[src/rtl/set_assoc_cache.sv]
// set_assoc_cache: two-way set-associative, word-granular, write-through/no-write-allocate data cache
// Ports: clk/rst (sync, active-high); req_* CPU request (valid/ready/we/addr/wdata);
//        resp_valid_o/resp_rdata_o/hit_o one-cycle completion; mem_* memory request held until
//        mem_ack_i; hit_count_o/miss_count_o saturating statistics.
module set_assoc_cache #(
    parameter int ADDR_WIDTH  = 32,
    parameter int DATA_WIDTH  = 32,
    parameter int SET_WIDTH   = 3,
    parameter int COUNT_WIDTH = 16
) (
    input  logic                   clk,
    input  logic                   rst,
    input  logic                   req_valid_i,
    output logic                   req_ready_o,
    input  logic                   req_we_i,
    input  logic [ADDR_WIDTH-1:0]  req_addr_i,
    input  logic [DATA_WIDTH-1:0]  req_wdata_i,
    output logic                   resp_valid_o,
    output logic [DATA_WIDTH-1:0]  resp_rdata_o,
    output logic                   hit_o,
    output logic                   mem_req_o,
    output logic                   mem_we_o,
    output logic [ADDR_WIDTH-1:0]  mem_addr_o,
    output logic [DATA_WIDTH-1:0]  mem_wdata_o,
    input  logic                   mem_ack_i,
    input  logic [DATA_WIDTH-1:0]  mem_rdata_i,
    output logic [COUNT_WIDTH-1:0] hit_count_o,
    output logic [COUNT_WIDTH-1:0] miss_count_o
);
    localparam int TAG_WIDTH = ADDR_WIDTH - SET_WIDTH - 2;
    localparam int SETS      = 1 << SET_WIDTH;

    typedef enum logic [1:0] {IDLE, RD_MISS, WR_MEM} state_t;

    state_t                 r_state;
    logic [SETS-1:0]        r_valid0, r_valid1, r_lru;
    logic [TAG_WIDTH-1:0]   r_tag0 [SETS];
    logic [TAG_WIDTH-1:0]   r_tag1 [SETS];
    logic [DATA_WIDTH-1:0]  r_data0 [SETS];
    logic [DATA_WIDTH-1:0]  r_data1 [SETS];
    logic [TAG_WIDTH-1:0]   r_req_tag;
    logic [SET_WIDTH-1:0]   r_req_set;
    logic                   r_req_hit;
    logic [COUNT_WIDTH-1:0] r_hits, r_misses;

    logic [SET_WIDTH-1:0] w_set;
    logic [TAG_WIDTH-1:0] w_tag;
    logic                 w_hit0, w_hit1, w_hit, w_victim, w_unused;

    function automatic logic [COUNT_WIDTH-1:0] sat_inc(input logic [COUNT_WIDTH-1:0] v);
        return (&v) ? v : v + 1'b1;
    endfunction

    assign w_set        = req_addr_i[SET_WIDTH+1:2];
    assign w_tag        = req_addr_i[ADDR_WIDTH-1:SET_WIDTH+2];
    assign w_hit0       = r_valid0[w_set] && r_tag0[w_set] == w_tag;
    assign w_hit1       = r_valid1[w_set] && r_tag1[w_set] == w_tag;
    assign w_hit        = w_hit0 || w_hit1;
    // Fill prefers an empty way (way0 first); only a full set consults LRU.
    assign w_victim     = !r_valid0[r_req_set] ? 1'b0 : !r_valid1[r_req_set] ? 1'b1 : r_lru[r_req_set];
    assign w_unused     = ^req_addr_i[1:0];
    assign req_ready_o  = r_state == IDLE;
    assign hit_count_o  = r_hits;
    assign miss_count_o = r_misses;

    always_ff @(posedge clk) begin
        if (rst) begin
            r_state      <= IDLE;
            r_valid0     <= '0;
            r_valid1     <= '0;
            r_lru        <= '0;
            r_hits       <= '0;
            r_misses     <= '0;
            resp_valid_o <= 1'b0;
            resp_rdata_o <= '0;
            hit_o        <= 1'b0;
            mem_req_o    <= 1'b0;
            mem_we_o     <= 1'b0;
            mem_addr_o   <= '0;
            mem_wdata_o  <= '0;
        end else begin
            resp_valid_o <= 1'b0;
            case (r_state)
                IDLE: if (req_valid_i) begin
                    r_req_tag <= w_tag;
                    r_req_set <= w_set;
                    r_req_hit <= w_hit;
                    if (w_hit) begin
                        r_lru[w_set] <= ~w_hit1;
                        r_hits       <= sat_inc(r_hits);
                    end else begin
                        r_misses <= sat_inc(r_misses);
                    end
                    // Writes always go to memory; only read hits complete locally.
                    if (req_we_i || !w_hit) begin
                        r_state     <= req_we_i ? WR_MEM : RD_MISS;
                        mem_req_o   <= 1'b1;
                        mem_we_o    <= req_we_i;
                        mem_addr_o  <= {req_addr_i[ADDR_WIDTH-1:2], 2'b00};
                        mem_wdata_o <= req_wdata_i;
                    end else begin
                        resp_valid_o <= 1'b1;
                        hit_o        <= 1'b1;
                        resp_rdata_o <= w_hit1 ? r_data1[w_set] : r_data0[w_set];
                    end
                    if (req_we_i && w_hit0) r_data0[w_set] <= req_wdata_i;
                    if (req_we_i && w_hit1) r_data1[w_set] <= req_wdata_i;
                end
                RD_MISS: if (mem_ack_i) begin
                    if (w_victim) begin
                        r_valid1[r_req_set] <= 1'b1;
                        r_tag1[r_req_set]   <= r_req_tag;
                        r_data1[r_req_set]  <= mem_rdata_i;
                    end else begin
                        r_valid0[r_req_set] <= 1'b1;
                        r_tag0[r_req_set]   <= r_req_tag;
                        r_data0[r_req_set]  <= mem_rdata_i;
                    end
                    r_lru[r_req_set] <= ~w_victim;
                    resp_valid_o     <= 1'b1;
                    hit_o            <= 1'b0;
                    resp_rdata_o     <= mem_rdata_i;
                    mem_req_o        <= 1'b0;
                    r_state          <= IDLE;
                end
                WR_MEM: if (mem_ack_i) begin
                    resp_valid_o <= 1'b1;
                    hit_o        <= r_req_hit;
                    mem_req_o    <= 1'b0;
                    r_state      <= IDLE;
                end
                default: r_state <= IDLE;
            endcase
        end
    end
endmodule
[config.mk]
export PLATFORM = sky130hd
export DESIGN_NAME = set_assoc_cache
export DESIGN_NICKNAME = d
export VERILOG_FILES = /design/src/rtl/set_assoc_cache.sv
export SDC_FILE = /design/constraint.sdc
export NUM_CORES = 1
export LEC_CHECK = 0
export CAP_MARGIN = 20
export CORE_MARGIN = 2
export CORE_UTILIZATION = 30
export DETAILED_ROUTE_END_ITERATION = 10
export SYNTH_ARGS = -nofsm -noshare
export SYNTH_HDL_FRONTEND = slang
export SYNTH_SLANG_ARGS = --single-unit
[constraint.sdc]
create_clock -name clk -period 5.3 [get_ports clk]
set_input_delay 0.53 -clock clk [delete_from_list [all_inputs] [get_ports clk]]
set_output_delay 0.53 -clock clk [all_outputs]
set_load 0.02 [all_outputs]
==> results.txt <==
Status -> finished, final reports clean
Postcts setup bufs -> 0
Synth Instances -> 2975
Yosys warnings -> 0
Deepest clock path buffer count -> 3
Cts bufs inserted -> 118
TritonCTS clock tree -> yes
WHS Endpoint -> hit_count_o[0]$_SDFFE_PP0P_
Final period util -> 0.875
Crit path time final -> 4630 ps
Hold slack -> 185 ps
Clk_lat worst skew -> 790 ps
P per Cell Area -> 351 nW/um2
Syn_area_per_cell -> 15.4 um2
First-pass GRT wire length -> 197000 um
Data required, critical path -> 5690 ps
HP Class -> input port to flop
Worst Setup SP -> r_req_set[1]$_DFFE_PP_
Final core utilization -> 0.365
Ys flop type -> edfxtp_1
DR vias -> 28.3k
CP Capture Type -> flop
Post-Synthesis Cell Area -> 45900 um2
Pre-Repair DR Iteration Count -> 5
Critical-path maximum fanout -> 21
First DRT Iteration DRCs -> 2657
FF-to-FF Start -> r_req_set[1]$_DFFE_PP_
Final wirelength -> 137000 um
GRT overflow -> 0
Final GP Congestion -> 0.829
MaxCap Viol Count -> 0
HPWL after detailed placement -> 83200 um
Initial antenna violation count -> 1
GRT Total Usage -> 0.171
# fillers -> 14.3k
Multi-input logic area -> 12800 um2
Area delta synth->final -> 20.7%
Chip Width -> 395 um
Crit Path Category -> flop to flop
Sequential element share of the synthesized area -> 0.706
Resized cells post-CTS -> 0
Async set or reset register ratio after synthesis -> 0
Static Leak -> 18.4 nW
Yosys reg bits -> 1131
# placed instances -> 5182
Number of synthesized flops with an enable pin -> 975
Largest net degree at the start of global routing -> 51
Nets -> 3380
Remaining antenna violation count -> 0
Number of global-route vias before repair -> 27.8k
Core Rows -> 143
Sink Count -> 1131
CORE AREA -> 152000 um2
Startpoint class of the critical path -> flop
Commonest non-fill, non-tap cell in the layout -> edfxtp_1
Port bufs -> 229
Final Skew -> 105 ps
Most frequent cells in the layout -> 975 x edfxtp_1, 277 x mux2i_1, 225 x clkdlybuf4s50_1, 222 x nand2_1, 173 x nor2_1
Vias per cell -> 5.23
Die height -> 395 um
Post-CTS Hold Fix Bufs -> 0
Root buf cell -> clkbuf_16
Peak VDD IR -> 0.000305 V
Slew headroom -> 0.382
Fin. Hold Viols -> 0
Final Max Slew Viols -> 0
DRC -> 0
Worst-Margin Slew -> 925 ps
WP data arrival -> 5030 ps
Num ports -> 234
Reg2Reg Setup Slack -> 670 ps
Final setup violation count -> 0
Finished Layout Cells -> 5404
Die Footprint -> 156000 um2
WHS Path Cells -> 2
Routed len/inst -> 25.3 um
RSZ-0062 raised after global routing -> false
Reg2reg end -> r_data1[1][20]$_DFFE_PP_
Clock slew at reported path FFs -> 60 ps
Setup TNS -> 0 ps
Yosys cell types -> 87
Initial Util -> 0.302
F_max -> 0.216 GHz
H-Tree Depth -> 3
Ant. Diodes -> 0
R2R depth -> 10
Worst min-delay path startpoint -> rst
Share of layout cells above drive strength 1 -> 0.167
Sequential cell area -> 32400 um2
stage by stage:
step | setup slack, ps | power, mW | instance area [um2]
2_1_floorplan | 223 | 10.7 | 45900
3_3_place_gp | 189 | 11.3 | 51500
3_5_place_dp | 131 | 11.3 | 51500
4_1_cts | 704 | 19.6 | 55400
5_1_grt | 399 | 20.0 | 55400
6_report | 665 | 19.4 | 55400
synthesized netlist by cell type, drive strengths merged (12+ instances only):
cell,number,area share
edfxtp,975,0.64
o2111ai,16,0.0031
o22ai,22,0.0030
nand2,224,0.018
inv,18,0.0015
o211ai,19,0.0032
o21ai,89,0.0097
mux2i,277,0.060
mux4,83,0.041
nor2,208,0.017
buf,88,0.011
nor3,23,0.0025
nand3,24,0.0027
nand4,12,0.0016
a21o,20,0.0033
a211oi,12,0.0020
nand2b,27,0.0037
clkbuf,100,0.0082
a21oi,110,0.012
a22oi,55,0.0090
a22o,14,0.0027
a31oi,12,0.0016
nor2b,16,0.0022
dfxtp,156,0.068
xnor2,25,0.0048
a221oi,40,0.0078
mux2,96,0.024
and3,22,0.0030
cell type report:
| cell class | instances | share of cell area |
|---|---|---|
| Sequential cell | 1131 | 0.585 |
| Clock buffer | 147 | 0.0553 |
| Inverter | 18 | 0.00122 |
| Clock inverter | 74 | 0.0147 |
| Tap cell | 2030 | 0.0458 |
| Timing Repair Buffer | 365 | 0.0664 |
| Multi-Input combinational cell | 1639 | 0.232 |
flip-flops by register name, indices dropped and copies added (netlist names), 16 cells and up:
signal	count
r_tag0	216
mem_wdata_o	32
mem_addr_o	30
miss_count_o	16
hit_count_o	16
r_req_tag	27
r_data1	256
r_tag1	216
r_data0	256
resp_rdata_o	32
metal layers:
metal	vias up	track usage	wire, um
li1	12204	-	-
met1	14623	0.240	59400
met2	1211	0.270	62900
met3	229	0.0334	10800
met4	0	0.0461	3650
met5	-	0	0
critical path: stages (launching register included):
cell and delay (ps):
edfxtp_1 850, mux4_2 610, nand3_1 100, a21boi_0 260, o21ai_0 120, o21ai_0 600, and2_2 460, buf_4 370
a22oi_1 340, nor2_4 240, buf_4 330
how the worst max path moves through the flow:
stage	end	slack [ps]	cells past startpoint
2_1_floorplan	r_data1[7][0]$_DFFE_PP_	220	15
3_3_place_gp	r_data1[1][9]$_DFFE_PP_	190	12
3_5_place_dp	r_data1[1][9]$_DFFE_PP_	130	12
4_1_cts	r_data1[1][0]$_DFFE_PP_	700	10
5_1_grt	r_data1[1][0]$_DFFE_PP_	400	10
6_report	r_data1[1][20]$_DFFE_PP_	670	10
cells by family after synthesis:
group,Yosys count,synth area share
buf+inv,206,0.0208
compound gates,494,0.0737
fa+ha+maj,6,0.00164
other cells,1,0.0000817
simple gates,645,0.0662
mux,456,0.125
xor+xnor,36,0.00687
flops,1131,0.706
power by group:
group | switching (mW) | leakage, nW | internal (mW)
combinational | 0.821 | 6.52 | 0.512
clock | 3.60 | 1.88 | 4.71
sequential | 0.0771 | 10.0 | 9.72
total | 4.50 | 18.4 | 14.9
(Power assumes the default switching activity.)
